**src/rtl/wb_dma_engine.sv**
```systemverilog
// Wishbone DMA initiator: CPU-programmed word copy from SRC to DST, staged through a
// BURST-deep buffer (read phase, then write phase) over a classic single-transfer master port.
module wb_dma_engine #(
  parameter int BURST = 4,
  parameter int LEN_W = 16
) (
  input  logic        wb_clk_i,
  input  logic        wb_rst_i,
  input  logic        wbs_cyc_i,
  input  logic        wbs_stb_i,
  input  logic        wbs_we_i,
  input  logic [3:0]  wbs_sel_i,
  input  logic [31:0] wbs_adr_i,
  input  logic [31:0] wbs_dat_i,
  output logic        wbs_ack_o,
  output logic [31:0] wbs_dat_o,
  output logic        wbm_cyc_o,
  output logic        wbm_stb_o,
  output logic        wbm_we_o,
  output logic [3:0]  wbm_sel_o,
  output logic [31:0] wbm_adr_o,
  output logic [31:0] wbm_dat_o,
  input  logic        wbm_ack_i,
  input  logic [31:0] wbm_dat_i,
  output logic        irq_o
);
  localparam int IW = $clog2(BURST + 1);
  localparam int BW = (BURST > 1) ? $clog2(BURST) : 1;

  typedef enum logic [1:0] {IDLE, READ, WRITE, FIN} state_t;

  state_t                  state_q, state_d;
  logic [31:0]             src_q, src_d, dst_q, dst_d;
  logic [LEN_W-1:0]        len_q, len_d, rem_q, rem_d;
  logic [31:0]             srcp_q, srcp_d, dstp_q, dstp_d;
  logic                    done_q, done_d, irq_en_q, irq_en_d;
  logic                    ack_q, ack_d;
  logic [31:0]             rdat_q, rdat_d;
  logic                    stb_q, stb_d, we_q, we_d;
  logic [31:0]             adr_q, adr_d, wdat_q, wdat_d;
  logic [IW-1:0]           idx_q, idx_d;
  logic [BURST-1:0][31:0]  buf_q, buf_d;

  logic                    busy, cfg_wr, last;
  logic [LEN_W-1:0]        chunk;
  logic [BW-1:0]           bi;
  logic                    unused_ok;

  assign unused_ok = ^{wbs_sel_i, wbs_adr_i[31:4], wbs_adr_i[1:0]};

  always_comb begin
    state_d  = state_q;
    src_d    = src_q;
    dst_d    = dst_q;
    len_d    = len_q;
    srcp_d   = srcp_q;
    dstp_d   = dstp_q;
    rem_d    = rem_q;
    idx_d    = idx_q;
    done_d   = done_q;
    irq_en_d = irq_en_q;
    buf_d    = buf_q;
    stb_d    = stb_q;
    we_d     = we_q;
    adr_d    = adr_q;
    wdat_d   = wdat_q;
    busy     = (state_q != IDLE);
    chunk    = (rem_q >= LEN_W'(BURST)) ? LEN_W'(BURST) : rem_q;
    last     = (LEN_W'(idx_q) + LEN_W'(1)) == chunk;
    bi       = idx_q[BW-1:0];

    ack_d  = wbs_cyc_i & wbs_stb_i & ~ack_q;
    rdat_d = '0;
    if (ack_d && !wbs_we_i) begin
      case (wbs_adr_i[3:2])
        2'd0:    rdat_d = {28'd0, irq_en_q, busy, done_q, 1'b0};
        2'd1:    rdat_d = src_q;
        2'd2:    rdat_d = dst_q;
        default: rdat_d = 32'(len_q);
      endcase
    end

    // Writes commit in the ack cycle, while the CPU still holds the request.
    cfg_wr = wbs_cyc_i & wbs_stb_i & wbs_we_i & ack_q;
    if (cfg_wr) begin
      case (wbs_adr_i[3:2])
        2'd0: begin
          irq_en_d = wbs_dat_i[3];
          if (wbs_dat_i[1]) done_d = 1'b0;
          if (wbs_dat_i[0] && !busy) begin
            done_d  = 1'b0;
            srcp_d  = {src_q[31:2], 2'b00};
            dstp_d  = {dst_q[31:2], 2'b00};
            rem_d   = len_q;
            idx_d   = '0;
            state_d = (len_q == '0) ? FIN : READ;
          end
        end
        2'd1:    if (!busy) src_d = wbs_dat_i;
        2'd2:    if (!busy) dst_d = wbs_dat_i;
        default: if (!busy) len_d = wbs_dat_i[LEN_W-1:0];
      endcase
    end

    case (state_q)
      READ, WRITE: begin
        if (stb_q) begin
          if (wbm_ack_i) begin
            stb_d = 1'b0;
            we_d  = 1'b0;
            if (state_q == READ) buf_d[bi] = wbm_dat_i;
            if (last) begin
              idx_d = '0;
              if (state_q == READ) begin
                state_d = WRITE;
              end else begin
                srcp_d  = srcp_q + 32'({chunk, 2'b00});
                dstp_d  = dstp_q + 32'({chunk, 2'b00});
                rem_d   = rem_q - chunk;
                state_d = (rem_q == chunk) ? FIN : READ;
              end
            end else begin
              idx_d = idx_q + IW'(1);
            end
          end
        end else begin
          // Strobe low here is the mandatory one-cycle gap; issue the next beat.
          stb_d  = 1'b1;
          we_d   = (state_q == WRITE);
          adr_d  = (state_q == WRITE) ? {dstp_q[31:2] + 30'(idx_q), 2'b00}
                                      : {srcp_q[31:2] + 30'(idx_q), 2'b00};
          wdat_d = buf_q[bi];
        end
      end
      FIN: begin
        done_d  = 1'b1;
        state_d = IDLE;
      end
      default: ;
    endcase
  end

  always_ff @(posedge wb_clk_i or posedge wb_rst_i) begin
    if (wb_rst_i) begin
      state_q  <= IDLE;
      src_q    <= '0;
      dst_q    <= '0;
      len_q    <= '0;
      srcp_q   <= '0;
      dstp_q   <= '0;
      rem_q    <= '0;
      idx_q    <= '0;
      done_q   <= 1'b0;
      irq_en_q <= 1'b0;
      ack_q    <= 1'b0;
      rdat_q   <= '0;
      stb_q    <= 1'b0;
      we_q     <= 1'b0;
      adr_q    <= '0;
      wdat_q   <= '0;
      buf_q    <= '0;
    end else begin
      state_q  <= state_d;
      src_q    <= src_d;
      dst_q    <= dst_d;
      len_q    <= len_d;
      srcp_q   <= srcp_d;
      dstp_q   <= dstp_d;
      rem_q    <= rem_d;
      idx_q    <= idx_d;
      done_q   <= done_d;
      irq_en_q <= irq_en_d;
      ack_q    <= ack_d;
      rdat_q   <= rdat_d;
      stb_q    <= stb_d;
      we_q     <= we_d;
      adr_q    <= adr_d;
      wdat_q   <= wdat_d;
      buf_q    <= buf_d;
    end
  end

  assign wbs_ack_o = ack_q;
  assign wbs_dat_o = rdat_q;
  assign wbm_cyc_o = stb_q;
  assign wbm_stb_o = stb_q;
  assign wbm_we_o  = we_q;
  assign wbm_sel_o = 4'hF;
  assign wbm_adr_o = adr_q;
  assign wbm_dat_o = wdat_q;
  assign irq_o     = done_q & irq_en_q;
endmodule
```
**config.mk**
```make
export PLATFORM = sky130hd
export DESIGN_NAME = wb_dma_engine
export DESIGN_NICKNAME = d
export VERILOG_FILES = /design/src/rtl/wb_dma_engine.sv
export SDC_FILE = /design/constraint.sdc
export NUM_CORES = 1
export LEC_CHECK = 0
export CAP_MARGIN = 40
export CORE_UTILIZATION = 50
export CTS_CLUSTER_SIZE = 30
export DETAILED_ROUTE_END_ITERATION = 16
export GPL_ROUTABILITY_DRIVEN = 0
export GPL_TIMING_DRIVEN = 0
export PLACE_DENSITY_LB_ADDON = 0.3
export SYNTH_ARGS = -nofsm -noshare
export SYNTH_HDL_FRONTEND = slang
export SYNTH_SLANG_ARGS = --single-unit
```
**constraint.sdc**
```tcl
create_clock -name wb_clk_i -period 16.1 [get_ports wb_clk_i]
set_clock_uncertainty 0.1 [all_clocks]
set_input_delay 2.415 -clock wb_clk_i [delete_from_list [all_inputs] [get_ports wb_clk_i]]
set_output_delay 2.415 -clock wb_clk_i [all_outputs]
set_load 0.03 [all_outputs]
```
==> impl_results.md <==
- Final setup viols: 0
- R2r endpoint: wbm_adr_o[26]$_DFFE_PP0P_
- Die W: ~200 um
- Final-report hold violation count: 0
- Slowest cell on the critical path: buf_1
- PwrDens: 144 nW/um^2
- RSZ-0062 raised after global routing: false
- Avg Inst Size Synth: around 11 sq um
- Worst Path Arrival: 5.67 ns
- CP top delay family: buffers and inverters
- Starting Density: 0.511
- Worst-path cell chain: inv_1 > ha_1 > buf_2 > buf_4 > buf_2 > buf_2 > buf_1 > mux2_2 > ha_1 > a21oi_1 > a2111oi_2 > and3_1 > buf_2 > and2_1 > nand3_1 > xor2_1 > o311ai_0
- Critical Path Max Stage Delay: between 0.6 and 0.7 ns
- Min Tclk post-route: roughly 5.3 ns
- Max_slew headroom: 0.429
- Register area: 9710 sq um
- Number of H-tree levels: 2
- Die H: 199 um
- DRT antenna net count: 0
- Core area: 37,900 sq um
- Wire per inst: between 20 and 25 um
- PortBufs: 170
- Fraction of layout cells with a size suffix above 1: 0.195
- Clock Tree Buf Depth: 3
- FP Rows: 71
- Number of max-cap violations: 0
- GRT Total Usage: 0.267
- Cells after Synth: between 1,500 and 2,000
- Post-CTS Hold Fix Bufs: 0
- WS Path Type: reg -> reg
- Placed cell count: roughly 2,500
- Register area share after synthesis: 0.501
- Largest net degree at the start of global routing: 132
- Iteration-0 DRC Markers: 1,101
- TritonCTS Buffers: 43
- RR Startpoint: state_q[0]$_DFF_PP0_
- Clk root buf: clkbuf_16
- VDD IR max: ~0.095 mV
- Post-synth cell types: slightly below 80
- CP Data Required Time: around 16 ns
- CP most frequent cell: buf_2
- Crit. End Element: flip-flop
- Critical Path Fanout Max: 10
- Area Overhead vs Synth: 20.6%
- Worst hold endpoint: wbm_dat_o[25]$_DFFE_PP0P_
- Worst Min Path Start: wbm_dat_o[25]$_DFFE_PP0P_
- Hpwl dp: 37.3 mm
- Clock sink count: 388
- Post-CTS Setup Bufs: 0
- TritonCTS clock tree: built
- Io pins: roughly 210
- Worst hold path class: reg -> reg
- WP buf/inv: 7
- Status: complete, no violations
- FILL cells: 3,091
- Vias in the first global route: between 10,000 and 15,000
- DIE AREA: between 30,000 and 40,000 sq um
- Slew Viols, Final: 0
- DRC viols: 0
- Clock-pin slew on the worst setup and hold paths: 0.06 ns
- Initial antenna violation count: 0
- Fmax: about 190 MHz
- Worst Reg2Reg Path Length in Cells: 17
- Number of gates resized after cts: 0
- Fin nets: around 2,100
- Slew of the pin with the lowest slew margin: 0.856 ns
- Grt ovf: 0
- #FFs+latches synth: between 300 and 400
- Worst R2R Setup Slack: around 11 ns
- Clock latency on the worst-skew pair: between 0.5 and 0.6 ns
- Antenna fix cells: 0
- DR pass1 iterations: 5
- Total number of vias: 14,600
- First-pass GRT wire length: ~81 mm
- P_leak: about 11 nW
- Vias/cell: roughly 5.8
- Final Routed Wirelength: around 50 mm
- Hold path depth: 2
- Ys async rst share: 1.00
- Most used DFF post-synth: dfrtp_1
- Worst setup SP type: flip-flop
- Syn. warnings: 0
- Final period utilization: 0.330
- Utilization after layout: 0.616
- Area of the multi-input gates: just over 9000 sq um
- Number of flops mapped to enable cells by yosys: 0
- Non-Filler Instances: roughly 2,500
- Syn Std Cell Area: around 19,000 sq um
[tightest hold or removal path: stages (launching register included)]
cell and delay [ns]:
dfrtp_1 0.34, nand2_1 0.05, nand2_1 0.05
[final cells by class]
cell class,count,share of cell area
Sequential cell,388,0.415
Multi-Input combinational cell,1251,0.396
Timing Repair Buffer,177,0.0781
Clock buffer,57,0.0513
Tap cell,511,0.0274
Buffer,99,0.0185
Clock inverter,18,0.00894
Inverter,27,0.00466
[cell usage in the layout, fill, tap and decap left out, types with 6 or more instances in the layout]
master and count:
nand3_1 40, clkdlybuf4s50_1 170, o21bai_1 6, or2_2 6
a31oi_1 33, xor2_1 21, and3_1 21, nor2b_1 8
buf_1 26, o31ai_1 10, mux2i_1 21, dfrtp_1 388
nor4_1 12, nand4_1 9, ha_1 45, a211oi_1 14
a311oi_1 14, or3_1 8, and2_1 10, clkbuf_16 43
o22ai_1 7, clkbuf_1 55, a22oi_1 31, mux4_2 35
inv_1 26, a21oi_1 46, o21ai_0 50, buf_2 15
a21o_1 12, conb_1 33, buf_4 10, nor2_1 113
clkbuf_8 7, mux2_2 228, nor3_1 17, clkinv_2 9
nand2_1 267, xnor2_1 37
[layer usage]
layer	vias to the layer above	track usage	wire, um
li1	6717	-	-
met1	7341	0.356	22000
met2	452	0.438	24900
met3	116	0.0373	2660
met4	0	0.111	1850
met5	-	0	0
[report_power, final]
part | internal, mW | leakage (nW) | switching (mW)
combinational | 0.476 | 4.73 | 0.532
sequential | 1.20 | 5.30 | 0.165
clock | 0.576 | 0.699 | 0.415
[state kept, by name, summed over array words and instances, names as in the netlist, 3 cells and up]
signal	cells
src_q	32
srcp_q	30
idx_q	3
dst_q	32
wbm_dat_o	32
dstp_q	30
wbm_adr_o	30
len_q	16
buf_q	128
wbs_dat_o	32
rem_q	16
[logic make-up after synthesis]
kind of cell             Yosys count  share of synthesized area
AND/OR/NAND/NOR                  543                      0.127
flip-flops                       388                      0.501
other                              2                   0.000388
XOR/XNOR                          58                     0.0262
AO/OA/AOI/OAI                    285                      0.102
multiplexers                     284                      0.184
adder cells (fa/ha/maj)           48                     0.0322
buffers and inverters            126                     0.0275
[Yosys cell counts (26+ instances only)]
library cell	n	area share
mux4_2	35	0.041
clkbuf_1	48	0.0093
dfrtp_1	388	0.50
ha_1	45	0.029
nand2_1	267	0.052
xnor2_1	37	0.017
inv_1	27	0.0052
a22oi_1	31	0.012
mux2_2	228	0.13
a21oi_1	46	0.012
buf_1	26	0.0050
nand3_1	40	0.010
nor2_1	113	0.022
o21ai_0	50	0.013
a31oi_1	33	0.011
[per-stage QoR]
stage	instance area [sq um]	setup WS (ns)	setup TNS [ns]	total power [mW]	hold slack [ns]
floorplan	19500	2.80	0	2.03	0.350
global placement	21800	-1.58	-603.15	2.33	0.355
detailed placement	22000	10.68	0	2.38	0.362
CTS	23400	10.85	0	3.37	0.377
global route	23400	10.43	0	3.52	0.396
finish	23400	10.79	0	3.36	0.373
[worst max-delay path by stage]
| stage | end | slack [ns] | depth (start not counted) | startpoint |
|---|---|---|---|---|
| 3_5_place_dp | rem_q[0]$_DFF_PP0_ | 10.68 | 9 | wbs_cyc_i |
| 3_3_place_gp | wbs_dat_o[0]$_DFF_PP0_ | -1.58 | 2 | wb_rst_i |
| 4_1_cts | wbm_adr_o[26]$_DFFE_PP0P_ | 10.85 | 17 | state_q[0]$_DFF_PP0_ |
| 6_report | wbm_adr_o[26]$_DFFE_PP0P_ | 10.79 | 17 | state_q[0]$_DFF_PP0_ |
| 5_1_grt | wbm_adr_o[26]$_DFFE_PP0P_ | 10.43 | 17 | state_q[0]$_DFF_PP0_ |
| 2_1_floorplan | buf_q[0]$_DFFE_PP0P_ | 2.80 | 1 | wb_rst_i |
Power figures use the tool's default switching activity.
